===== config.mk =====
export PLATFORM = sky130hd
export DESIGN_NAME = student_fir_out_conditioner
export DESIGN_NICKNAME = d
export VERILOG_FILES = /design/src/rtl/student_fir_out_conditioner_pkg.sv /design/src/rtl/student_sync_fifo.sv /design/src/rtl/student_fir_out_conditioner.sv
export SDC_FILE = /design/constraint.sdc
export NUM_CORES = 1
export LEC_CHECK = 0
export ABC_AREA = 0
export CAP_MARGIN = 20
export CELL_PAD_IN_SITES_DETAIL_PLACEMENT = 0
export CELL_PAD_IN_SITES_GLOBAL_PLACEMENT = 2
export CORE_MARGIN = 1.5
export CORE_UTILIZATION = 40
export DETAILED_ROUTE_END_ITERATION = 12
export PLACE_DENSITY = 0.91
export SYNTH_ARGS = -nofsm -noshare
export SYNTH_HDL_FRONTEND = slang
export SYNTH_HIERARCHICAL = 1
export SYNTH_SLANG_ARGS = --single-unit

===== constraint.sdc =====
create_clock -name clk_i -period 4.8 [get_ports clk_i]
set_input_delay 0.96 -clock clk_i [delete_from_list [all_inputs] [get_ports clk_i]]
set_output_delay 0.96 -clock clk_i [all_outputs]
set_load 0.05 [all_outputs]

===== src/rtl/student_fir_out_conditioner_pkg.sv =====
// Shared types, constants and helpers for the FIR output conditioner.
// - cond_state_e : output FSM states (PRIME waits for the FIFO to fill, RUN streams samples)
// - SAT_MAX/MIN  : 16-bit codec clamp limits
// - round_shift  : arithmetic right shift with round-half-toward-+inf
package student_fir_out_conditioner_pkg;

  typedef enum logic {
    PRIME = 1'b0,
    RUN   = 1'b1
  } cond_state_e;

  localparam int unsigned CODEC_DATA_SIZE = 16;

  function automatic logic signed [63:0] sat_max_of(input int unsigned ds);
    logic signed [63:0] one;
    one = 64'sd1;
    sat_max_of = (one <<< (ds - 1)) - one;
  endfunction

  function automatic logic signed [63:0] sat_min_of(input int unsigned ds);
    logic signed [63:0] one;
    one = 64'sd1;
    sat_min_of = -(one <<< (ds - 1));
  endfunction

  localparam logic signed [63:0] SAT_MAX = sat_max_of(CODEC_DATA_SIZE);
  localparam logic signed [63:0] SAT_MIN = sat_min_of(CODEC_DATA_SIZE);

  // x must already be sign-extended; w is the original operand width. Shifts of w or more
  // collapse to the sign, so the rounding bias never reaches into the result.
  function automatic logic signed [63:0] round_shift(input logic signed [63:0] x,
                                                     input int unsigned s,
                                                     input int unsigned w);
    logic signed [63:0] bias;
    logic signed [63:0] res;
    if (s == 0) begin
      res = x;
    end else if (s >= w) begin
      res = x[63] ? -64'sd1 : 64'sd0;
    end else begin
      bias = 64'sd1 <<< (s - 1);
      res  = (x + bias) >>> s;
    end
    round_shift = res;
  endfunction

endpackage


===== src/rtl/student_sync_fifo.sv =====
// Generic synchronous FIFO with simultaneous push/pop.
// Ports: clk, rst (async, active-high), clr (sync flush), push/wdata, pop/rdata (show-ahead),
//        full, empty, level (occupancy).
// A push while full succeeds only if a pop happens in the same cycle; otherwise it is dropped.
// A pop while empty is ignored.
module student_sync_fifo #(
  parameter int unsigned WIDTH = 32,
  parameter int unsigned DEPTH = 4
) (
  input  logic                     clk,
  input  logic                     rst,
  input  logic                     clr,
  input  logic                     push,
  input  logic [WIDTH-1:0]         wdata,
  input  logic                     pop,
  output logic [WIDTH-1:0]         rdata,
  output logic                     full,
  output logic                     empty,
  output logic [$clog2(DEPTH):0]   level
);

  localparam int unsigned AW = $clog2(DEPTH);
  localparam int unsigned LW = AW + 1;

  logic [WIDTH-1:0] mem [DEPTH];
  logic [AW-1:0]    wr_ptr_q, rd_ptr_q;
  logic [LW-1:0]    count_q;
  logic             do_push, do_pop;

  assign full    = (count_q == LW'(DEPTH));
  assign empty   = (count_q == '0);
  assign level   = count_q;
  assign rdata   = mem[rd_ptr_q];
  assign do_pop  = pop & ~empty;
  assign do_push = push & (~full | do_pop);

  always_ff @(posedge clk or posedge rst) begin
    if (rst) begin
      wr_ptr_q <= '0;
      rd_ptr_q <= '0;
      count_q  <= '0;
    end else if (clr) begin
      wr_ptr_q <= '0;
      rd_ptr_q <= '0;
      count_q  <= '0;
    end else begin
      if (do_push) wr_ptr_q <= wr_ptr_q + AW'(1);
      if (do_pop)  rd_ptr_q <= rd_ptr_q + AW'(1);
      case ({do_push, do_pop})
        2'b10:   count_q <= count_q + LW'(1);
        2'b01:   count_q <= count_q - LW'(1);
        default: count_q <= count_q;
      endcase
    end
  end

  // Storage needs no reset: entries are only read after being written.
  always_ff @(posedge clk) begin
    if (do_push && !clr) mem[wr_ptr_q] <= wdata;
  end

endmodule


===== src/rtl/student_fir_out_conditioner.sv =====
// FIR output conditioner between the parallel FIR and the IIS transmitter.
// Rescales/rounds each FIR result, saturates (or wraps) it to the codec width, buffers it in a
// small FIFO and releases one sample per frame tick. Primes the FIFO before streaming and
// re-primes after an underflow.
// Ports: clk_i, rst_i (async, active-high), data_i/valid_i (FIR result strobe), shift_i,
//        sat_en_i, frame_tick_i, clr_i (sync flush), data_o/valid_o (to transmitter),
//        fifo_level_o, overflow_o (sticky), underflow_cnt_o (saturating).
module student_fir_out_conditioner
  import student_fir_out_conditioner_pkg::*;
#(
  parameter int unsigned DATA_SIZE_FIR_OUT = 32,
  parameter int unsigned DATA_SIZE         = 16,
  parameter int unsigned FIFO_DEPTH        = 4,
  parameter int unsigned PRIME_LEVEL       = 2,
  parameter int unsigned SHIFT_W           = 5
) (
  input  logic                            clk_i,
  input  logic                            rst_i,
  input  logic [DATA_SIZE_FIR_OUT-1:0]    data_i,
  input  logic                            valid_i,
  input  logic [SHIFT_W-1:0]              shift_i,
  input  logic                            sat_en_i,
  input  logic                            frame_tick_i,
  input  logic                            clr_i,
  output logic [DATA_SIZE_FIR_OUT-1:0]    data_o,
  output logic                            valid_o,
  output logic [$clog2(FIFO_DEPTH):0]     fifo_level_o,
  output logic                            overflow_o,
  output logic [15:0]                     underflow_cnt_o
);

  localparam int unsigned W  = DATA_SIZE_FIR_OUT;
  localparam int unsigned W1 = W + 1;
  localparam int unsigned DS = DATA_SIZE;
  localparam int unsigned LW = $clog2(FIFO_DEPTH) + 1;

  localparam logic signed [W:0] LIM_MAX = W1'(sat_max_of(DS));
  localparam logic signed [W:0] LIM_MIN = W1'(sat_min_of(DS));

  // Stage 1: rescale/round in W+1 bits so the rounding bias cannot overflow.
  logic signed [W:0]  x_ext;
  logic signed [63:0] r_full;
  logic signed [W:0]  r1_q;
  logic               v1_q;

  assign x_ext  = {data_i[W-1], data_i};
  assign r_full = round_shift(64'(x_ext), 32'(shift_i), W);

  always_ff @(posedge clk_i or posedge rst_i) begin
    if (rst_i) begin
      v1_q <= 1'b0;
      r1_q <= '0;
    end else if (clr_i) begin
      v1_q <= 1'b0;
      r1_q <= '0;
    end else begin
      v1_q <= valid_i;
      if (valid_i) r1_q <= W1'(r_full);
    end
  end

  // Stage 2: clamp or wrap to the codec width, then sign-extend.
  logic [DS-1:0] s2_narrow;
  logic [W-1:0]  s2_ext;
  logic [W-1:0]  d2_q;
  logic          v2_q;

  always_comb begin
    s2_narrow = r1_q[DS-1:0];
    if (sat_en_i) begin
      if (r1_q > LIM_MAX) begin
        s2_narrow = {1'b0, {(DS-1){1'b1}}};
      end else if (r1_q < LIM_MIN) begin
        s2_narrow = {1'b1, {(DS-1){1'b0}}};
      end
    end
  end

  assign s2_ext = {{(W-DS){s2_narrow[DS-1]}}, s2_narrow};

  always_ff @(posedge clk_i or posedge rst_i) begin
    if (rst_i) begin
      v2_q <= 1'b0;
      d2_q <= '0;
    end else if (clr_i) begin
      v2_q <= 1'b0;
      d2_q <= '0;
    end else begin
      v2_q <= v1_q;
      if (v1_q) d2_q <= s2_ext;
    end
  end

  // Sample FIFO, written the cycle after stage 2.
  logic [W-1:0]  fifo_rdata;
  logic          fifo_full, fifo_empty, fifo_pop;
  logic [LW-1:0] fifo_level;

  student_sync_fifo #(
    .WIDTH (W),
    .DEPTH (FIFO_DEPTH)
  ) u_fifo (
    .clk   (clk_i),
    .rst   (rst_i),
    .clr   (clr_i),
    .push  (v2_q),
    .wdata (d2_q),
    .pop   (fifo_pop),
    .rdata (fifo_rdata),
    .full  (fifo_full),
    .empty (fifo_empty),
    .level (fifo_level)
  );

  // Output FSM. The pop decision uses the FIFO state before this cycle's push, so a tick that
  // coincides with the first push into an empty FIFO is an underflow.
  cond_state_e  state_q, state_d;
  logic [W-1:0] data_q, data_d;
  logic         valid_q, valid_d;
  logic         ovf_q, ovf_d;
  logic [15:0]  ucnt_q, ucnt_d;

  always_comb begin
    state_d  = state_q;
    fifo_pop = 1'b0;
    data_d   = data_q;
    valid_d  = frame_tick_i;
    ucnt_d   = ucnt_q;
    case (state_q)
      PRIME: begin
        if (frame_tick_i) data_d = '0;
        if (fifo_level >= LW'(PRIME_LEVEL)) state_d = RUN;
      end
      RUN: begin
        if (frame_tick_i) begin
          if (!fifo_empty) begin
            fifo_pop = 1'b1;
            data_d   = fifo_rdata;
          end else begin
            if (ucnt_q != 16'hFFFF) ucnt_d = ucnt_q + 16'd1;
            state_d = PRIME;
          end
        end
      end
      default: state_d = PRIME;
    endcase
    ovf_d = ovf_q | (v2_q & fifo_full & ~fifo_pop);
  end

  always_ff @(posedge clk_i or posedge rst_i) begin
    if (rst_i) begin
      state_q <= PRIME;
      data_q  <= '0;
      valid_q <= 1'b0;
      ovf_q   <= 1'b0;
      ucnt_q  <= '0;
    end else if (clr_i) begin
      state_q <= PRIME;
      data_q  <= '0;
      valid_q <= 1'b0;
      ovf_q   <= 1'b0;
      ucnt_q  <= '0;
    end else begin
      state_q <= state_d;
      data_q  <= data_d;
      valid_q <= valid_d;
      ovf_q   <= ovf_d;
      ucnt_q  <= ucnt_d;
    end
  end

  assign data_o          = data_q;
  assign valid_o         = valid_q;
  assign fifo_level_o    = fifo_level;
  assign overflow_o      = ovf_q;
  assign underflow_cnt_o = ucnt_q;

endmodule


==> flow_summary.json, run 1 <==
{
  "hp-start": "data_o[8]$_DFFE_PP0P_",
  "wl_met2_mm": 32.2,
  "fill_cells": 3892,
  "grt_max_degree": 76,
  "top_layer": "met5",
  "max_slew_margin_pct": 36.3,
  "worst_pin_slew_ns": 0.956,
  "setup_violations": 32,
  "post-synth-top-area-cell": "edfxtp_1",
  "start_kind": "input pin",
  "ir_worst_vdd_v": 0.000379,
  "clock_latency_ns": 0.52,
  "worst_slack_ns": -0.416,
  "cts_tree": "yes",
  "routabilityCongestion": 0.996,
  "final_max_slew_viol_count": 0,
  "die-area_sq_um": 47200,
  "tns_ns": -7.58,
  "clkSinkCount": 237,
  "wl_met3_mm": 5.07,
  "coreArea_sq_um": 45400,
  "rr_endpoint": "u_fifo/level[2]$_DFFE_PP0P_",
  "ys_warn_count": 6,
  "drt_first_pass_iters": 6,
  "place_area_sq_um": 23600,
  "port_buffers": 95,
  "grt_overflow": 0,
  "drive_gt1_share_pct": 36.5,
  "final_area_sq_um": 26300,
  "hold-path-endpoint": "data_o[8]$_DFFE_PP0P_",
  "r2r_start": "u_fifo/level[1]$_DFFE_PP0P_",
  "hold_path_class": "reg -> reg",
  "synth-seq-cells": 237,
  "drtAntennaViolNets": 0,
  "postSynthCellCount": 1980,
  "violations": "negative setup slack",
  "dp_hpwl_mm": 51.6,
  "grt_pass1_vias": 18700,
  "path_class": "in -> reg",
  "antenna_found_initial": 1,
  "hold_viol": 0,
  "synth.avg_cell_area_sq_um": 9.28,
  "synthToLayoutAreaGrowth_pct": 43.1,
  "drt_iter0_markers": 1818,
  "fmax_mhz": 192,
  "routed_wl_mm": 68.7,
  "r2r_cells": 9,
  "wl_met1_mm": 28.2,
  "outcome": "complete, but fails checks",
  "maxCapViolations": 0,
  "track_usage_pct": 28.2,
  "dieHeight_um": 217,
  "synth_common_cells": "nor2_1, nand2_1, a21oi_1",
  "leakagePower_nw": 10.5,
  "yosys-top-cells-area": "edfxtp_1, dfrtp_1, mux4_2",
  "grt_pass1_wl_mm": 105,
  "synth_seq_area_share_pct": 35.8,
  "final_net_count": 2658,
  "end_kind": "flop",
  "fin_crit_sh_pct": 109,
  "p_per_area_nw_per_um2": 235,
  "power_mw": 6.18,
  "synth_edf_count": 128,
  "clk_pin_slew_ns": 0.07,
  "vias_per_cell": 6.03,
  "min_period_ns": 5.22,
  "synth_area_sq_um": 18400,
  "rsz0062_at_grt": "true",
  "async_reset_ff_share_pct": 46.0,
  "drc": 0,
  "synth_cell_types": 97,
  "rows": 78,
  "synth.most_common_cell": "nor2_1",
  "die_width_um": 217,
  "ctsLongestPathBuffers": 3,
  "skew_ns": 0.0172,
  "vias": 19100,
  "wire_per_inst_um": 21.7,
  "cts_made_buffers": 21,
  "io_pins": 96,
  "htree_levels": 1,
  "r2r_slack_ns": 1.91,
  "cp.arrival_ns": 5.66,
  "crit_path_max_fanout": 4,
  "synth_ff_type": "edfxtp_1",
  "worstPathRequired_ns": 5.24,
  "whs_path_depth": 1,
  "cts_root_buffer": "clkbuf_16",
  "start_util_pct": 40.5,
  "synth_top_area_share_pct": 20.9,
  "crit_start": "shift_i[1]"
}
[worst max path at each step]
stage | endpoint | slack, ns | cells after the start
final | r1_q[28]$_DFFE_PP0P_ | -0.42 | 24
after global routing | r1_q[22]$_DFFE_PP0P_ | -0.54 | 26
after CTS | r1_q[30]$_DFFE_PP0P_ | -0.20 | 21
after detailed placement | r1_q[25]$_DFFE_PP0P_ | -1.79 | 20
after global placement | r1_q[25]$_DFFE_PP0P_ | -1.73 | 20
after floorplan | r1_q[23]$_DFFE_PP0P_ | -0.99 | 25
[what timing repair did]
action	CTS	global route
pin swaps	69	47
buffers inserted	46	24
hold buffers	0	0
resized for setup	188	113
endpoints found under the setup margin	33	33
[sequential cells by signal, summed over array words and instances, names as in the netlist]
signal,count
r1_q,33
state_q,1
u_fifo/wr_ptr_q,2
v2_q,1
underflow_cnt_o,16
d2_q,16
valid_o,1
u_fifo/level,3
v1_q,1
data_o,32
u_fifo/rd_ptr_q,2
overflow_o,1
u_fifo/mem,128
[metal layers]
metal  global-route usage (%)  up-vias
met5                        0        -
met4                     12.5        2
met3                     4.14      192
met2                     46.4      828
met1                     36.8     9269
li1                         -     8766
[cell families (layout without fill, tap and decap cells)]
family	Yosys count	after routing	share of synthesized area, %
xor+xnor	58	58	2.77
compound gates	624	624	23.8
buf+inv	162	711	3.59
simple gates	704	704	18.2
fa+ha+maj	71	71	4.92
mux	123	123	10.9
flops	237	237	35.8
other cells	1	33	0.0204
[metrics by stage]
step / utilization, % / hold slack [ns] / cells / setup WS [ns]
final: 57.9 / 0.502 / 3161 / -0.416
after global routing: 57.9 / 0.528 / 3159 / -0.539
after CTS: 56.2 / 0.503 / 3135 / -0.201
after detailed placement: 52.0 / 0.485 / 3053 / -1.79
after global placement: 52.0 / 0.474 / 3053 / -1.73
after floorplan: - / 0.448 / 2010 / -0.992
[critical path, cell delays in order]
cell and delay [ns]:
buf_8 0.11, inv_6 0.05, ha_4 0.19, clkinv_4 0.08, nand2_4 0.07, nor2_4 0.04, a21oi_4 0.12, o32a_1 0.27
buf_6 0.14, or2_4 0.12, inv_2 0.04, ha_4 0.24, a21o_1 0.16, nand3_4 0.11, buf_6 0.15, a2111o_1 0.48
a31o_4 0.28, a2111o_1 0.53, buf_6 0.17, o21ai_4 0.13, xnor2_2 0.09, mux4_2 0.48, mux4_2 0.49, a21oi_2 0.14
[layout make-up]
cell class / instances / area, sq um / share of cell area [%]
multi-input cells: 1611 / 12900 / 49.1
flip-flops and latches: 237 / 6570 / 25.0
repair buffers: 637 / 5140 / 19.6
well taps: 600 / 751 / 2.86
clock buffers: 24 / 579 / 2.20
clock inverters: 14 / 169 / 0.643
inverters: 36 / 153 / 0.581
diodes: 2 / 5.00 / 0.0190
[cells in the final DEF, fill, tap and decap left out, drive strengths merged, types with 15 or more instances in the layout]
| master | instances |
|---|---|
| conb | 31 |
| clkbuf | 24 |
| nor2b | 17 |
| xor2 | 32 |
| o311ai | 15 |
| o31ai | 18 |
| nor3 | 35 |
| o21ai | 111 |
| a31oi | 23 |
| nand2b | 20 |
| a21oi | 137 |
| a221oi | 17 |
| xnor2 | 26 |
| nand2 | 196 |
| or3 | 19 |
| dfrtp | 109 |
| inv | 38 |
| nand3 | 37 |
| and3 | 24 |
| o211ai | 31 |
| a22o | 36 |
| nor2 | 225 |
| a21o | 21 |
| nor4 | 15 |
| a211oi | 57 |
| and2 | 27 |
| mux4 | 60 |
| clkdlybuf4s50 | 89 |
| mux2 | 15 |
| nand4 | 46 |
| edfxtp | 128 |
| ha | 69 |
| o21a | 24 |
| mux2i | 48 |
| buf | 546 |
[power breakdown]
group / switching [mW] / internal, mW / leakage [nW]
sequential: 0.0463 / 2.20 / 2.66
combinational: 1.15 / 0.974 / 7.48
clock: 0.763 / 1.04 / 0.356
total: 1.96 / 4.22 / 10.5
No activity file was read; power rests on OpenSTA's default activity.
==> run 2, diff against run 1 <==
--- a/config.mk
+++ b/config.mk
@@ -10,9 +10,9 @@
 export CELL_PAD_IN_SITES_DETAIL_PLACEMENT = 0
 export CELL_PAD_IN_SITES_GLOBAL_PLACEMENT = 2
 export CORE_MARGIN = 1.5
-export CORE_UTILIZATION = 40
+export CORE_UTILIZATION = 43
 export DETAILED_ROUTE_END_ITERATION = 12
-export PLACE_DENSITY = 0.91
+export PLACE_DENSITY = 0.95
 export SYNTH_ARGS = -nofsm -noshare
 export SYNTH_HDL_FRONTEND = slang
 export SYNTH_HIERARCHICAL = 1
==> constraint.sdc (replaced) <==
create_clock -name clk_i -period 6.5 [get_ports clk_i]
set_input_delay 1.3 -clock clk_i [delete_from_list [all_inputs] [get_ports clk_i]]
set_output_delay 1.3 -clock clk_i [all_outputs]
set_load 0.05 [all_outputs]
==> flow_summary.json, run 2 (synthesis gave the netlist of run 1 again) <==
{
  "htree_levels": 1,
  "vias": 17600,
  "grt_max_degree": 69,
  "start_kind": "input pin",
  "cts_tree": "yes",
  "outcome": "finished, final reports clean",
  "min_period_ns": 6.27,
  "max_stage_delay_ns": 0.65,
  "top_layer": "met4",
  "ctsLongestPathBuffers": 3,
  "crit_path_cell_trace": "clkdlybuf4s50_1, nor2_2, inv_1, o32a_1, nor2_1, ha_1, a21oi_1, o21a_1, nor2b_1, a21oi_1, o211ai_1, a31oi_1, buf_4, or3_1, and2_1, mux4_2, a222oi_1, a211oi_1",
  "p_per_area_nw_per_um2": 190,
  "grt_pass1_vias": 16800,
  "antenna_found_initial": 0,
  "rsz0062_at_grt": "false",
  "crit_start": "shift_i[3]",
  "path_delay_family": "compound AO/OA/AOI/OAI gates",
  "dp_hpwl_mm": 48.7,
  "dieHeight_um": 210,
  "diodes": 0,
  "die_width_um": 210,
  "max_slew_margin_pct": 43.0,
  "dp_slack_ns": -0.365,
  "die-area_sq_um": 44000,
  "path_depth": 18,
  "worstPathRequired_ns": 6.86,
  "r2r_cells": 9,
  "cp.arrival_ns": 6.64,
  "leakagePower_nw": 8.63,
  "final_cell_mix": "nor2_1, buf_4, nand2_1, a21oi_1, edfxtp_1",
  "drt_iter0_markers": 1594,
  "r2r_slack_ns": 3.58,
  "routabilityCongestion": 1.00,
  "port_buffers": 95,
  "vias_per_cell": 6.36,
  "wire_per_inst_um": 22.4,
  "path_class": "in -> reg",
  "grt_overflow": 0,
  "final_net_count": 2328,
  "hold_path_class": "reg -> reg",
  "drive_gt1_share_pct": 17.5,
  "wl_met2_mm": 28.1,
  "synthToLayoutAreaGrowth_pct": 19.9,
  "hold_viol": 0,
  "final_common_cell": "nor2_1",
  "clock_latency_ns": 0.49,
  "end_kind": "flop",
  "io_pins": 96,
  "wl_met1_mm": 26.5,
  "drtAntennaViolNets": 0,
  "place_area_sq_um": 21300,
  "final_max_slew_viol_count": 0,
  "clkSinkCount": 237,
  "routed_wl_mm": 61.9,
  "start_util_pct": 43.7,
  "ir_worst_vdd_v": 0.000159,
  "clk_pin_slew_ns": 0.08,
  "track_usage_pct": 27.8,
  "r2r_start": "u_fifo/level[1]$_DFFE_PP0P_",
  "grt_pass1_wl_mm": 96.5,
  "drt_first_pass_iters": 6,
  "setup_violations": 0,
  "drc": 0,
  "top_register": "u_fifo/mem",
  "fin_crit_sh_pct": 96.5,
  "tns_ns": 0,
  "fmax_mhz": 159,
  "cts_root_buffer": "clkbuf_16",
  "rr_endpoint": "u_fifo/level[2]$_DFFE_PP0P_",
  "post_cts_buffers": 0,
  "largest_register_ffs": 128,
  "wl_met3_mm": 5.14,
  "coreArea_sq_um": 42000,
  "worst_pin_slew_ns": 0.852,
  "ctsHoldBuffers": 0,
  "final_area_sq_um": 22000,
  "cp_slowest_cell": "clkdlybuf4s50_1",
  "maxCapViolations": 0,
  "cts_made_buffers": 21,
  "worst_slack_ns": 0.225,
  "postLayoutCoreUtil_pct": 52.4,
  "skew_ns": 0.00915,
  "rows": 75,
  "crit_path_end": "r1_q[26]$_DFFE_PP0P_",
  "crit_path_max_fanout": 8,
  "crit_buf_inv": 3,
  "cpMostUsedCell": "a21oi_1"
}
-- run 2: stage by stage --
stage / power [mW] / std cells / hold WS (ns)
floorplan: 2.40 / 2010 / 0.448
global placement: 2.83 / 2730 / 0.468
detailed placement: 2.84 / 2730 / 0.477
CTS: 4.17 / 2766 / 0.493
global route: 4.36 / 2766 / 0.518
finish: 4.19 / 2766 / 0.489
-- run 2: timing repair --
action	CTS	global route
hold endpoints to repair	0	0
gates resized for setup	0	4
endpoints found under the setup margin	0	3
-- run 2: worst register-to-register path, cell delays in order, from the launching register on --
cell and delay (ns):
dfrtp_1 0.54, nor3_1 0.34, or2_2 0.22, inv_1 0.18, o31ai_1 0.17, nor2_1 0.09
fa_1 0.45, or3b_2 0.48, a32oi_1 0.21, a31oi_1 0.10
-- run 2: worst min-delay path by stage --
stage | startpoint | to | depth (start not counted)
detailed placement | r1_q[7]$_DFFE_PP0P_ | r1_q[7]$_DFFE_PP0P_ | 2
floorplan | r1_q[10]$_DFFE_PP0P_ | r1_q[10]$_DFFE_PP0P_ | 2
global placement | r1_q[4]$_DFFE_PP0P_ | r1_q[4]$_DFFE_PP0P_ | 2
CTS | r1_q[7]$_DFFE_PP0P_ | r1_q[7]$_DFFE_PP0P_ | 2
global route | data_o[15]$_DFFE_PP0P_ | data_o[15]$_DFFE_PP0P_ | 1
finish | r1_q[7]$_DFFE_PP0P_ | r1_q[7]$_DFFE_PP0P_ | 2
-- run 2: layout make-up --
| cell class | count | area, sq um |
|---|---|---|
| inverter | 36 | 138 |
| clock buffer | 23 | 533 |
| tap | 539 | 674 |
| fill | 3854 | 20000 |
| timing repair buffer | 307 | 2530 |
| clock inverter | 13 | 205 |
| multi-input combinational | 1611 | 11400 |
| sequential | 237 | 6570 |
-- run 2: power breakdown --
group          leakage [nW]  total [mW]  internal [mW]  switching, mW
clock network         0.353        1.33          0.796          0.530
logic                  5.62        1.20          0.486          0.719
registers              2.66        1.66           1.63         0.0319
total                  8.63        4.19           2.91           1.28
-- run 2: layer usage --
layer  vias up  GRT usage (%)
met4         0           9.50
met5         -              0
li1       8118              -
met2       812           44.7
met1      8523           38.7
met3       151           3.58
==> run 3, diff against run 2 <==
--- a/config.mk
+++ b/config.mk
@@ -5,12 +5,12 @@
 export SDC_FILE = /design/constraint.sdc
 export NUM_CORES = 1
 export LEC_CHECK = 0
-export ABC_AREA = 0
+export ABC_AREA = 1
 export CAP_MARGIN = 20
 export CELL_PAD_IN_SITES_DETAIL_PLACEMENT = 0
 export CELL_PAD_IN_SITES_GLOBAL_PLACEMENT = 2
 export CORE_MARGIN = 1.5
-export CORE_UTILIZATION = 43
+export CORE_UTILIZATION = 38
 export DETAILED_ROUTE_END_ITERATION = 12
 export PLACE_DENSITY = 0.95
 export SYNTH_ARGS = -nofsm -noshare
==> flow_summary.json, run 3 <==
{
  "io_pins": 96,
  "vias_per_cell": 5.20,
  "p_int_mw": 2.68,
  "cp_slowest_cell": "xnor2_1",
  "clk_pin_slew_ns": 0.07,
  "tns_ns": 0,
  "rows": 82,
  "postSynthCellCount": 3021,
  "final_common_cell": "nand2_1",
  "cts_made_buffers": 21,
  "cts_tree": "yes",
  "synthSimpleGateAreaFrac_pct": 40.1,
  "crit_start": "shift_i[0]",
  "hold_path_class": "reg -> reg",
  "max_stage_delay_ns": 0.43,
  "synth-seq-cells": 237,
  "rsz0062_at_grt": "false",
  "crit_path_end": "r1_q[15]$_DFFE_PP0P_",
  "routabilityCongestion": 0.957,
  "post-synth-top-area-cell": "edfxtp_1",
  "cp.arrival_ns": 5.97,
  "clkSinkCount": 237,
  "drc": 0,
  "met2_usage_pct": 42.6,
  "grt_pass1_wl_mm": 107,
  "final_cell_mix": "nand2_1, nand3_1, inv_1, nor2_1",
  "end_kind": "flop",
  "yosys-top-cells-area": "edfxtp_1, nand2_1, dfrtp_1",
  "p_per_area_nw_per_um2": 189,
  "p_sw_share_pct": 34.8,
  "synth_top_area_share_pct": 19.7,
  "final_max_slew_viol_count": 0,
  "drtAntennaViolNets": 0,
  "ctsHoldBuffers": 0,
  "coreArea_sq_um": 50400,
  "grt_overflow": 0,
  "drt_iter0_markers": 1608,
  "grt_max_degree": 75,
  "busiest_layer": "met2",
  "die_width_um": 230,
  "switchingPower_mw": 1.43,
  "synth_top_family_by_area": "simple AND/OR/NAND/NOR gates",
  "seqPwrFrac_pct": 40.8,
  "rr_endpoint": "underflow_cnt_o[15]$_DFFE_PP0P_",
  "comb_power_share_pct": 29.0,
  "worst_pin_slew_ns": 0.847,
  "r2r_slack_ns": 3.65,
  "ctsLongestPathBuffers": 3,
  "synth.most_common_cell": "nand2_1",
  "drt_first_pass_iters": 6,
  "synthToLayoutAreaGrowth_pct": 11.5,
  "cts_root_buffer": "clkbuf_16",
  "leakagePower_nw": 10.9,
  "fmax_mhz": 181,
  "synth_common_cells": "nand2_1, nand3_1, inv_1",
  "worst_slack_ns": 0.965,
  "crit_path_max_fanout": 8,
  "power_mw": 4.10,
  "min_period_ns": 5.53,
  "drive_gt1_share_pct": 4.76,
  "top_register": "u_fifo/mem",
  "ys_warn_count": 6,
  "dp_hpwl_mm": 55.3,
  "start_kind": "input pin",
  "grt_util_met3_pct": 1.49,
  "synth_xor_area_share_pct": 1.33,
  "clock_latency_ns": 0.50,
  "r2r_cells": 14,
  "synth.avg_cell_area_sq_um": 6.46,
  "skew_ns": 0.00807,
  "grt_pass1_vias": 18400,
  "track_usage_pct": 25.9,
  "antenna_found_initial": 0,
  "fin_cells": 3778,
  "dp_cells": 3740,
  "muxShareOfSynthArea_pct": 0.154,
  "hold_viol": 0,
  "async_reset_ff_share_pct": 46.0,
  "start_util_pct": 38.7,
  "max_slew_margin_pct": 43.4,
  "worstPathRequired_ns": 6.93,
  "synth_compound_area_share_pct": 8.65,
  "maxCapViolations": 0,
  "routed_wl_mm": 69.1,
  "post_cts_buffers": 0,
  "final_net_count": 3206,
  "pwr-share-clk_pct": 30.2,
  "diodes": 0,
  "dp_slack_ns": 0.560,
  "ir_worst_vdd_v": 0.000135,
  "cpMostUsedCell": "nand2_1",
  "die-area_sq_um": 52700,
  "path_class": "in -> reg",
  "use_met1_pct": 37.6,
  "synth_area_sq_um": 19500,
  "synth_ff_type": "edfxtp_1",
  "wire_per_inst_um": 18.3,
  "synth_seq_area_share_pct": 33.7,
  "whs_path_depth": 2,
  "largest_register_ffs": 128,
  "synth_cell_types": 49,
  "synth-adder-area-share_pct": 4.63,
  "dieHeight_um": 230,
  "postCtsResizedCells": 0,
  "fin_crit_sh_pct": 85.1,
  "vias": 19600,
  "port_buffers": 95,
  "r2r_start": "u_fifo/level[1]$_DFFE_PP0P_",
  "synth_edf_count": 128,
  "outcome": "finished, final reports clean",
  "setup_violations": 0,
  "htree_levels": 1
}
-- run 3: cell types whose count changed after synthesis, moves of 25 or more --
cell      previous run  this run
clkbuf_1            80        41
a21oi_1            135        94
o21ai_0             97       128
a22o_1              36         0
mux2i_1             48         3
a211oi_1            56         2
inv_1               34       419
nand2_1            196       991
nand4_1             46        16
mux4_2              60         0
nand3_1             36       495
o211ai_1            30         5
-- run 3: metrics by stage --
stage | hold slack (ns) | utilization (%) | area [sq um]
2_1_floorplan | 0.449 | - | 19600
3_3_place_gp | 0.466 | 41.7 | 21000
3_5_place_dp | 0.472 | 41.8 | 21100
4_1_cts | 0.490 | 43.2 | 21700
5_1_grt | 0.511 | 43.2 | 21800
6_report | 0.488 | 43.2 | 21800
-- run 3: how the worst min path moves through the flow --
stage	start	end	slack, ns
floorplan	r1_q[10]$_DFFE_PP0P_	r1_q[10]$_DFFE_PP0P_	0.45
global placement	r1_q[14]$_DFFE_PP0P_	r1_q[14]$_DFFE_PP0P_	0.47
detailed placement	r1_q[10]$_DFFE_PP0P_	r1_q[10]$_DFFE_PP0P_	0.47
CTS	r1_q[10]$_DFFE_PP0P_	r1_q[10]$_DFFE_PP0P_	0.49
global route	r1_q[14]$_DFFE_PP0P_	r1_q[14]$_DFFE_PP0P_	0.51
finish	r1_q[10]$_DFFE_PP0P_	r1_q[10]$_DFFE_PP0P_	0.49
-- run 3: final cells by class --
cell class | count | area (sq um)
Inverter | 428 | 1610
Clock inverter | 14 | 131
Timing Repair Buffer | 127 | 1220
Sequential cell | 237 | 6570
Multi-Input combinational cell | 2277 | 10800
Fill cell | 5381 | 28600
Clock buffer | 23 | 543
Tap cell | 672 | 841
-- run 3: cell families after synthesis --
| kind of cell | Yosys count |
|---|---|
| other cells | 1 |
| compound gates | 315 |
| simple gates | 1829 |
| buf+inv | 537 |
| mux | 3 |
| fa+ha+maj | 71 |
| xor+xnor | 28 |
| flops | 237 |
-- run 3: critical path: cells and delay by family --
| kind | cells | cell delay, ns |
|---|---|---|
| and+or+nand+nor | 17 | 2.12 |
| adders and majority gates | 3 | 0.95 |
| xor gates and xnor gates | 2 | 0.65 |
| buffers and inverters | 5 | 0.54 |
| AOI/OAI and AO/OA | 2 | 0.38 |
-- run 3: power by group through the flow --
stage	clock, mW	sequential, mW	combinational (mW)
after floorplan	0	1.74	0.771
after global placement	0	1.70	1.14
after detailed placement	0	1.71	1.15
after CTS	1.26	1.68	1.15
after global routing	1.31	1.68	1.32
final	1.24	1.68	1.19
-- run 3: per-layer routing --
| layer | vias to the layer above | share of wire [%] | wire length [um] |
|---|---|---|---|
| li1 | 9880 | - | - |
| met1 | 9163 | 47 | 32700 |
| met2 | 529 | 46 | 31800 |
| met3 | 70 | 4.7 | 3240 |
| met4 | 0 | 1.9 | 1320 |
| met5 | - | 0 | 0 |
